==> config.mk <==
export PLATFORM = sky130hd
export DESIGN_NAME = encrypt_shift_ctrl_flat
export DESIGN_NICKNAME = d
export VERILOG_FILES = /design/src/rtl/encrypt_shift_ctrl_pkg.sv /design/src/rtl/encrypt_shift_ctrl_if.sv /design/src/rtl/encrypt_shift_ctrl_key_regfile.sv /design/src/rtl/encrypt_shift_ctrl.sv /design/src/flat_wrapper.sv
export SDC_FILE = /design/constraint.sdc
export NUM_CORES = 1
export LEC_CHECK = 0
export CAP_MARGIN = 10
export CORE_MARGIN = 2
export CORE_UTILIZATION = 49
export DETAILED_ROUTE_END_ITERATION = 8
export PLACE_DENSITY = 0.8
export SLEW_MARGIN = 20
export SYNTH_ARGS = -nofsm -noshare
export SYNTH_HDL_FRONTEND = slang
export SYNTH_HIERARCHICAL = 1
export SYNTH_SLANG_ARGS = --single-unit
==> constraint.sdc <==
create_clock -name clk -period 3.74 [get_ports clk]
set_input_delay 0.374 -clock clk [delete_from_list [all_inputs] [get_ports clk]]
set_output_delay 0.374 -clock clk [all_outputs]
set_load 0.02 [all_outputs]
==> src/rtl/encrypt_shift_ctrl_pkg.sv <==
// Shared types, ASCII bounds and letter-code helpers for the encryption shift sequencer.
package encrypt_ctrl_pkg;

  localparam int unsigned KEY_DEPTH = 8;
  localparam int unsigned CREDITS   = 4;

  localparam logic [7:0] ASCII_UPPER_LO = 8'd65;
  localparam logic [7:0] ASCII_UPPER_HI = 8'd90;
  localparam logic [7:0] ASCII_LOWER_LO = 8'd97;
  localparam logic [7:0] ASCII_LOWER_HI = 8'd122;

  typedef enum logic [1:0] {
    IDLE,
    RUN,
    DRAIN
  } state_t;

  function automatic logic is_upper(input logic [7:0] c);
    return (c >= ASCII_UPPER_LO) && (c <= ASCII_UPPER_HI);
  endfunction

  function automatic logic is_lower(input logic [7:0] c);
    return (c >= ASCII_LOWER_LO) && (c <= ASCII_LOWER_HI);
  endfunction

  // One-hot letter position for alphabetic bytes; the raw byte otherwise.
  function automatic logic [25:0] letter_code(input logic [7:0] c);
    if (is_upper(c)) begin
      return 26'd1 << (c - ASCII_UPPER_LO);
    end else if (is_lower(c)) begin
      return 26'd1 << (c - ASCII_LOWER_LO);
    end else begin
      return {18'b0, c};
    end
  endfunction

endpackage

==> src/rtl/encrypt_shift_ctrl_if.sv <==
// Byte stream in, credit return, and registered pipe-beat outputs of the shift sequencer.
interface encrypt_shift_ctrl_if;
  logic        in_valid;
  logic [7:0]  in_data;
  logic        in_ready;
  logic        credit_ret;
  logic        en;
  logic        mode;
  logic        shift_en;
  logic [2:0]  shift_amt;
  logic [25:0] extended_shift_in;
  logic        is_alpha_upper_case;
  logic        is_alpha_low_case;

  modport slave (
    input  in_valid, in_data, credit_ret,
    output in_ready, en, mode, shift_en, shift_amt, extended_shift_in,
           is_alpha_upper_case, is_alpha_low_case
  );

  modport master (
    output in_valid, in_data, credit_ret,
    input  in_ready, en, mode, shift_en, shift_amt, extended_shift_in,
           is_alpha_upper_case, is_alpha_low_case
  );
endinterface

==> src/rtl/encrypt_shift_ctrl_key_regfile.sv <==
// 8x3 rotating-key storage: synchronous write port, asynchronous read.
module encrypt_key_regfile
  import encrypt_ctrl_pkg::*;
(
  input  logic       clk,
  input  logic       rst,
  input  logic       we,
  input  logic [2:0] waddr,
  input  logic [2:0] wdata,
  input  logic [2:0] raddr,
  output logic [2:0] rdata
);

  logic [2:0] mem [KEY_DEPTH];

  always_ff @(posedge clk or posedge rst) begin
    if (rst) begin
      for (int unsigned i = 0; i < KEY_DEPTH; i++) begin
        mem[i] <= '0;
      end
    end else if (we) begin
      mem[waddr] <= wdata;
    end
  end

  assign rdata = mem[raddr];

endmodule

==> src/rtl/encrypt_shift_ctrl.sv <==
// Encryption shift-stage sequencer: classifies bytes, draws rotating key shifts, credit-gates beats.
// Build option: define ENCRYPT_SHIFT_CTRL_ALPHA_ADV_EN to advance the key only on alphabetic bytes.
module encrypt_shift_ctrl
  import encrypt_ctrl_pkg::*;
(
  input  logic                  clk,
  input  logic                  rst,
  input  logic                  cfg_key_we,
  input  logic [2:0]            cfg_key_addr,
  input  logic [2:0]            cfg_key_data,
  input  logic [3:0]            cfg_key_len,
  input  logic                  cfg_mode,
  input  logic                  start,
  input  logic                  stop,
  output logic                  busy,
  output logic                  cred_err,
  encrypt_shift_ctrl_if.slave   pipe
);

  localparam logic [2:0] CREDIT_FULL = 3'(CREDITS);
  localparam logic [3:0] LEN_MAX     = 4'(KEY_DEPTH);

  state_t      state, state_nxt;
  logic [2:0]  credit_cnt;
  logic [2:0]  key_idx;
  logic [2:0]  key_rd;
  logic [3:0]  key_len;
  logic [3:0]  len_eff;
  logic        ready;
  logic        accept;
  logic        start_go;
  logic        key_adv;
  logic        idx_wrap;
  logic        overflow;
  logic        cred_err_q;

  logic        en_q;
  logic        mode_q;
  logic        shift_en_q;
  logic [2:0]  shift_amt_q;
  logic [25:0] ext_q;
  logic        upper_q;
  logic        lower_q;

  encrypt_key_regfile u_keys (
    .clk   (clk),
    .rst   (rst),
    .we    (cfg_key_we && (state == IDLE)),
    .waddr (cfg_key_addr),
    .wdata (cfg_key_data),
    .raddr (key_idx),
    .rdata (key_rd)
  );

  assign ready    = (state == RUN) && (credit_cnt != '0);
  assign accept   = pipe.in_valid && ready;
  assign start_go = (state == IDLE) && start;
  assign overflow = pipe.credit_ret && !accept && (credit_cnt == CREDIT_FULL);
  assign idx_wrap = ({1'b0, key_idx} == (key_len - 4'd1));
  assign len_eff  = (cfg_key_len == '0) ? 4'd1 :
                    (cfg_key_len > LEN_MAX) ? LEN_MAX : cfg_key_len;

`ifdef ENCRYPT_SHIFT_CTRL_ALPHA_ADV_EN
  assign key_adv = accept && (is_upper(pipe.in_data) || is_lower(pipe.in_data));
`else
  assign key_adv = accept;
`endif

  always_ff @(posedge clk or posedge rst) begin
    if (rst) state <= IDLE;
    else     state <= state_nxt;
  end

  always_comb begin
    state_nxt = state;
    case (state)
      IDLE:    if (start) state_nxt = RUN;
      RUN:     if (stop) state_nxt = DRAIN;
      DRAIN:   if (credit_cnt == CREDIT_FULL) state_nxt = IDLE;
      default: state_nxt = IDLE;
    endcase
  end

  // A return at full count saturates; a clear from start yields to a same-cycle overflow.
  always_ff @(posedge clk or posedge rst) begin
    if (rst) begin
      credit_cnt <= CREDIT_FULL;
      cred_err_q <= 1'b0;
    end else begin
      if (accept && !pipe.credit_ret) begin
        credit_cnt <= credit_cnt - 3'd1;
      end else if (pipe.credit_ret && !accept && !overflow) begin
        credit_cnt <= credit_cnt + 3'd1;
      end
      if (start_go) cred_err_q <= 1'b0;
      if (overflow) cred_err_q <= 1'b1;
    end
  end

  always_ff @(posedge clk or posedge rst) begin
    if (rst) begin
      key_idx <= '0;
      key_len <= 4'd1;
      mode_q  <= 1'b0;
    end else if (start_go) begin
      key_idx <= '0;
      key_len <= len_eff;
      mode_q  <= cfg_mode;
    end else if (key_adv) begin
      key_idx <= idx_wrap ? '0 : key_idx + 3'd1;
    end
  end

  always_ff @(posedge clk or posedge rst) begin
    if (rst) begin
      en_q        <= 1'b0;
      shift_en_q  <= 1'b0;
      shift_amt_q <= '0;
      ext_q       <= '0;
      upper_q     <= 1'b0;
      lower_q     <= 1'b0;
    end else begin
      en_q <= accept;
      if (accept) begin
        upper_q     <= is_upper(pipe.in_data);
        lower_q     <= is_lower(pipe.in_data);
        shift_en_q  <= is_upper(pipe.in_data) || is_lower(pipe.in_data);
        shift_amt_q <= key_rd;
        ext_q       <= letter_code(pipe.in_data);
      end
    end
  end

  assign pipe.in_ready            = ready;
  assign pipe.en                  = en_q;
  assign pipe.mode                = mode_q;
  assign pipe.shift_en            = shift_en_q;
  assign pipe.shift_amt           = shift_amt_q;
  assign pipe.extended_shift_in   = ext_q;
  assign pipe.is_alpha_upper_case = upper_q;
  assign pipe.is_alpha_low_case   = lower_q;
  assign busy                     = (state != IDLE);
  assign cred_err                 = cred_err_q;

endmodule

==> src/flat_wrapper.sv <==
// flat-port wrapper written by rule: the top's interface ports become plain ports
module encrypt_shift_ctrl_flat import encrypt_ctrl_pkg::*;
  (clk, rst, cfg_key_we, cfg_key_addr, cfg_key_data, cfg_key_len, cfg_mode, start, stop, busy, cred_err, pipe_in_valid, pipe_in_data, pipe_credit_ret, pipe_in_ready, pipe_en, pipe_mode, pipe_shift_en, pipe_shift_amt, pipe_extended_shift_in, pipe_is_alpha_upper_case, pipe_is_alpha_low_case);
  encrypt_shift_ctrl_if pipe_i ();
  input  logic clk;
  input  logic rst;
  input  logic cfg_key_we;
  input  logic [2:0] cfg_key_addr;
  input  logic [2:0] cfg_key_data;
  input  logic [3:0] cfg_key_len;
  input  logic cfg_mode;
  input  logic start;
  input  logic stop;
  output logic busy;
  output logic cred_err;
  input wire logic [$bits(pipe_i.in_valid)-1:0] pipe_in_valid;
  input wire logic [$bits(pipe_i.in_data)-1:0] pipe_in_data;
  input wire logic [$bits(pipe_i.credit_ret)-1:0] pipe_credit_ret;
  output wire logic [$bits(pipe_i.in_ready)-1:0] pipe_in_ready;
  output wire logic [$bits(pipe_i.en)-1:0] pipe_en;
  output wire logic [$bits(pipe_i.mode)-1:0] pipe_mode;
  output wire logic [$bits(pipe_i.shift_en)-1:0] pipe_shift_en;
  output wire logic [$bits(pipe_i.shift_amt)-1:0] pipe_shift_amt;
  output wire logic [$bits(pipe_i.extended_shift_in)-1:0] pipe_extended_shift_in;
  output wire logic [$bits(pipe_i.is_alpha_upper_case)-1:0] pipe_is_alpha_upper_case;
  output wire logic [$bits(pipe_i.is_alpha_low_case)-1:0] pipe_is_alpha_low_case;
  assign pipe_i.in_valid = pipe_in_valid;
  assign pipe_i.in_data = pipe_in_data;
  assign pipe_i.credit_ret = pipe_credit_ret;
  assign pipe_in_ready = pipe_i.in_ready;
  assign pipe_en = pipe_i.en;
  assign pipe_mode = pipe_i.mode;
  assign pipe_shift_en = pipe_i.shift_en;
  assign pipe_shift_amt = pipe_i.shift_amt;
  assign pipe_extended_shift_in = pipe_i.extended_shift_in;
  assign pipe_is_alpha_upper_case = pipe_i.is_alpha_upper_case;
  assign pipe_is_alpha_low_case = pipe_i.is_alpha_low_case;
  encrypt_shift_ctrl u_core (.clk(clk), .rst(rst), .cfg_key_we(cfg_key_we), .cfg_key_addr(cfg_key_addr), .cfg_key_data(cfg_key_data), .cfg_key_len(cfg_key_len), .cfg_mode(cfg_mode), .start(start), .stop(stop), .busy(busy), .cred_err(cred_err), .pipe(pipe_i));
endmodule
## Word level (Yosys, flattened, before mapping)

Cells that the tools add are included.
W data, S select, Z words.

| storage, ports and cells | value |
|---|---|
| register bits | 71 |
| input port bits | 26 |

| operators by class | value |
|---|---|
| add/subtract/negate cells | 6 |
| $lt $le $gt $ge | 8 |
| equality and inequality tests | 7 |
| shift-type cells | 2 |
| mux-type cells | 21 |
| bitwise gates (word level) | 2 |
| reductions and logical operators | 23 |

Operators by type and width:

| operator | number |
|---|---|
| $mux W26 | 2 |
| $shl A1 B8 Y26 const A | 2 |
| $bwmux W24 | 1 |
| $mux W3 | 8 |
| $ge A8 B7 Y1 const B | 2 |
| $le A8 B7 Y1 const B | 2 |
| $sub A8 B7 Y8 const B | 2 |
| $logic_and A1 B1 Y1 | 11 |
| $bmux W3 S3 | 1 |
| $demux W3 S3 | 1 |
| $ge A4 B4 Y1 const B | 2 |
| $mux W4 | 2 |
| $not A3 Y4 | 2 |
| $reduce_bool A2 Y1 | 4 |
| $add A3 B1 Y3 const B | 2 |
| $mux W2 | 3 |
| $pmux W2 S3 | 1 |
| $eq A3 B4 Y1 | 1 |
| $gt A4 B4 Y1 const B | 1 |
| $logic_not A4 Y1 | 1 |
| $lt A4 B1 Y1 const B | 1 |
| $ne A2 B2 Y1 const B | 2 |
| $sub A4 B1 Y4 const B | 1 |
| $eq A3 B3 Y1 const B | 1 |
| 10 further kinds | 13 |

## Longest topological paths before layout

| logic depth | value |
|---|---|
| depth in word-level cells | 10 |
| gate-level depth with buffers | 10 |
| gate-level depth less buffers | 8 |

## By module

Netlist, hierarchy kept.

Modules (own cells, without submodules):

| module | times used | cells each | area each (µm²) | sequential area each (µm²) |
|---|---|---|---|---|
| encrypt_shift_ctrl | 1 | 309 | 2,884.0 | 1,178.6 |
| encrypt_key_regfile | 1 | 68 | 1,173.6 | 600.6 |

## Worst setup path before layout

No wires, ideal clock.

| path | value |
|---|---|
| kind | in2reg |
| start | input port pipe_in_data[0] |
| end | register u_core.ext_q[4], in the netlist u_core/pipe.extended_shift_in[4] |
| arrival time | 2.286 ns |
| setup slack | 1.334 ns |
| cell stages on the path | 10 |
| path through | buf_6 > inv_1 > ha_1 > or4b_4 > nor2_1 > or3_1 > buf_6 > nor2_2 > a32o_1 > a31o_1 |

| on the way | value |
|---|---|
| cells in the longest elaborated chain, start to end | 4 |

Ends and longest elaborated chain:

| element | line | RTL |
|---|---|---|
| start: declaration | flat_wrapper.sv:17 | `input wire logic [$bits(pipe_i.in_data)-1:0] pipe_in_data;` |
| $sub A8 B7 Y8, or another cell as far along | encrypt_shift_ctrl_pkg.sv:31 | `return 26'd1 << (c - ASCII_LOWER_LO);` |
| $shl A1 B8 Y26 / $logic_and A1 B1 Y1 (equally long branches) | encrypt_shift_ctrl_pkg.sv:31, encrypt_shift_ctrl_pkg.sv:23 |  |
| $mux W26 | encrypt_shift_ctrl_pkg.sv:30 | `end else if (is_lower(c)) begin` |
| $mux W26 * | encrypt_shift_ctrl_pkg.sv:28 | `if (is_upper(c)) begin` |
| end signal: assignment | encrypt_shift_ctrl.sv:129 | `ext_q <= letter_code(pipe.in_data);` |
| end: declaration | encrypt_shift_ctrl.sv:41 | `logic [25:0] ext_q;` |

Mark *: on every way between the ends. The rest lies on a longest branch, timed or not.
A chain may end at the register's enable or synchronous reset.

## Final worst setup path

| path | value |
|---|---|
| start | input port pipe_in_data[0] |
| end | register u_core.ext_q[12], in the netlist u_core/pipe.extended_shift_in[12] |

Same word-level chain as after synthesis.

==> run metrics <==
status finished clean; CTS tree yes; Setup-failing EPs final 0; CTS root buf clkbuf_8; setup TNS 0 ps; Final period util 80.4%; hold_ws 486 ps; cell repeated most along the worst path nor2_1; relative slew slack 35.1%; 1st-iter DRT viols 287; first-pass GRT wire length 15.6 mm; Clk Latency, worst-skew pair 340 ps; RePlAce Congestion 0.907; main flop type after synthesis dfrtp_1; Synth cell types 69; RSZ-0062 raised after global routing false; drt drc 0; top post-synthesis cells by area dfrtp_1, mux2_2, mux4_1; worst setup path start pipe_in_data[0]; CTS H-tree lvls 3; synthesis-to-layout area growth 20.3%; post-synth top area cell dfrtp_1; area of the mapped netlist 0.00406 mm2; Arrival @ worst endpoint 3210 ps; TritonRoute pass-1 iters 4; CTS sink cnt 71; gr usage total 22.8%; Longest Clk Path Bufs 2; Startpoint Class input pin; TritonCTS Buffers 9; largest net degree at the start of global routing 48; IO Pins 63; RR Startpoint u_core/credit_cnt[2]; slowest CP cell or4b_4; f_max 0.333 GHz; sequential element share of the synthesized area 43.8%; worst hold start u_core/pipe.extended_shift_in[11]; Initial Util 49.9%; Clock Pin Slew Worst Setup and Hold Paths 70 ps; Lkg Pwr 2.03 nW; post-DR wirelength/cell 17.7 um; maximum net fanout on the critical path 12; DPL Wire Length 6.91 mm; routed wire length 9.68 mm; Max-Cap Viols 0; share of cells above drive strength 1 15.9%; Vias 3234; die area 0.00903 mm2; classification of the worst-slack hold path reg2reg; post-CTS setup buffer count 0; final slew viol count 0; Die Span Y 95 um; peak supply drop 0.000443 V; critical path class in2reg; Cells after Synth 377; Least-Margin Pin Slew 972 ps; # fillers 700; commonest non-fill, non-tap cell in the layout dfrtp_1; Mapped Avg Cell Area 10.8 um2; Hold-fix buffers, CTS 0; # port buffers 62; commonest cells after routing, fill and taps aside dfrtp_1, clkdlybuf4s50_1, nand2_1, nor2_1, mux2_2; Clock Skews 7.04 ps; post-synth top area share 42.6%; fin nets 469; initial antenna violation count 0; Vias/cell 5.92; GRT Residual Overflow 0; post-CTS resize count 0; Inserted Diodes 0; CP cell instances clkdlybuf4s50_1, inv_1, ha_1, or4b_4, o22ai_1, or2_1, nor2_1, nor2_1, o21ai_0; Pwr Density 629 mW/mm2; ANT nets after route 0; Final Hold Fails 0; Post-synth EDFFs 0; synthesized flop and latch total 71; chip width 95 um; Setup crit end kind flop; CP peak stage delay 550 ps; syn nets 409; Syn. warnings 6; vias in the first global route 3247; Post-synth ARST share 100%; core footprint 0.00813 mm2; Period minus WS final 3010 ps; # rows 33; worst path required time 3940 ps
## state kept, by name (all words and copies together) (netlist names)
register	flops
u_core/cred_err	1
u_core/pipe.shift_en	1
u_core/pipe.extended_shift_in	26
u_core/credit_cnt	3
u_core/pipe.mode	1
u_core/key_len	4
u_core/pipe.en	1
u_core/u_keys/mem	24
u_core/pipe.is_alpha_low_case	1
u_core/pipe.is_alpha_upper_case	1
u_core/state	2
u_core/key_idx	3
u_core/pipe.shift_amt	3
## logic make-up (layout without fill, tap and decap cells)
family	count (synthesis)	after routing	share of synthesized area, %
buf+inv	33	97	6.07
xor+xnor	13	13	2.81
mux	37	37	12.5
fa+ha+maj	6	6	2.04
simple gates	146	146	20.1
flops	71	71	43.8
compound gates	71	71	12.6
## final cells by class
type | instances | area [um2] | share of cell area, %
Multi-Input combinational cell | 273 | 2040 | 41.7
Sequential cell | 71 | 1780 | 36.5
Timing Repair Buffer | 69 | 673 | 13.8
Tap cell | 105 | 131 | 2.69
Clock buffer | 9 | 124 | 2.54
Clock inverter | 6 | 86.3 | 1.77
Inverter | 13 | 48.8 | 1.00
## cells in the mapped netlist (3+ instances only)
cell type,instances
buf_6,7
mux2_1,5
xor2_1,5
a32o_1,3
clkbuf_1,5
nand3_1,11
o21ai_0,19
a21oi_1,8
clkbuf_8,7
nor2b_1,3
nand4b_1,4
mux2_2,25
o211ai_1,3
or3_1,3
nand2_1,38
and4bb_1,3
a22o_1,11
a211oi_1,4
inv_1,13
nor3_1,12
nor4_1,3
dfrtp_1,69
nor2_1,29
ha_1,5
nand4_1,10
mux4_1,6
nand2b_1,6
xnor2_1,8
## metrics by stage
stage	cells	setup WS [ps]	utilization [%]	cell area (um2)	total power, mW
after global placement	531	560	57.4	4670	2.35
after global routing	546	600	60.0	4880	3.25
after floorplan	377	1330	-	4060	2.01
final	546	734	60.0	4880	3.07
after CTS	546	835	60.0	4880	3.09
after detailed placement	531	480	57.4	4670	2.42
## worst max-delay path, delay by kind of cell
kind                     cells  cell delay, ps
AND/OR/NAND/NOR              4            1320
buffers and inverters        2             660
adder cells (fa/ha/maj)      1             450
AO/OA/AOI/OAI                2             400
## power breakdown
part | internal, mW | total (mW) | switching (mW)
combinational | 0.593 | 1.18 | 0.584
sequential | 1.05 | 1.24 | 0.188
clock | 0.370 | 0.654 | 0.284
## routing by layer
layer  wire length (um)  share of wire [%]  GRT usage, %  vias up
li1                   -                  -             -     1501
met3                616                6.4          5.51       14
met1               4010                 41          28.5     1579
met5                  0                  0             0        -
met4                163                1.7          9.78        0
met2               4890                 50          37.9      140
## final timing paths
kind                                                      to  slack, ps  depth (start not counted)
max                        u_core/pipe.extended_shift_in[12]        730                          9
min                        u_core/pipe.extended_shift_in[11]        490                          2
max reg2reg                             u_core/credit_cnt[2]       1490                          8
min reg2reg                u_core/pipe.extended_shift_in[11]        490                          2
max in group asynchronous      u_core/pipe.is_alpha_low_case       2530                          2
min in group asynchronous               u_core/u_keys/mem[4]        580                          2
No activity file was read; power rests on OpenSTA's default activity.
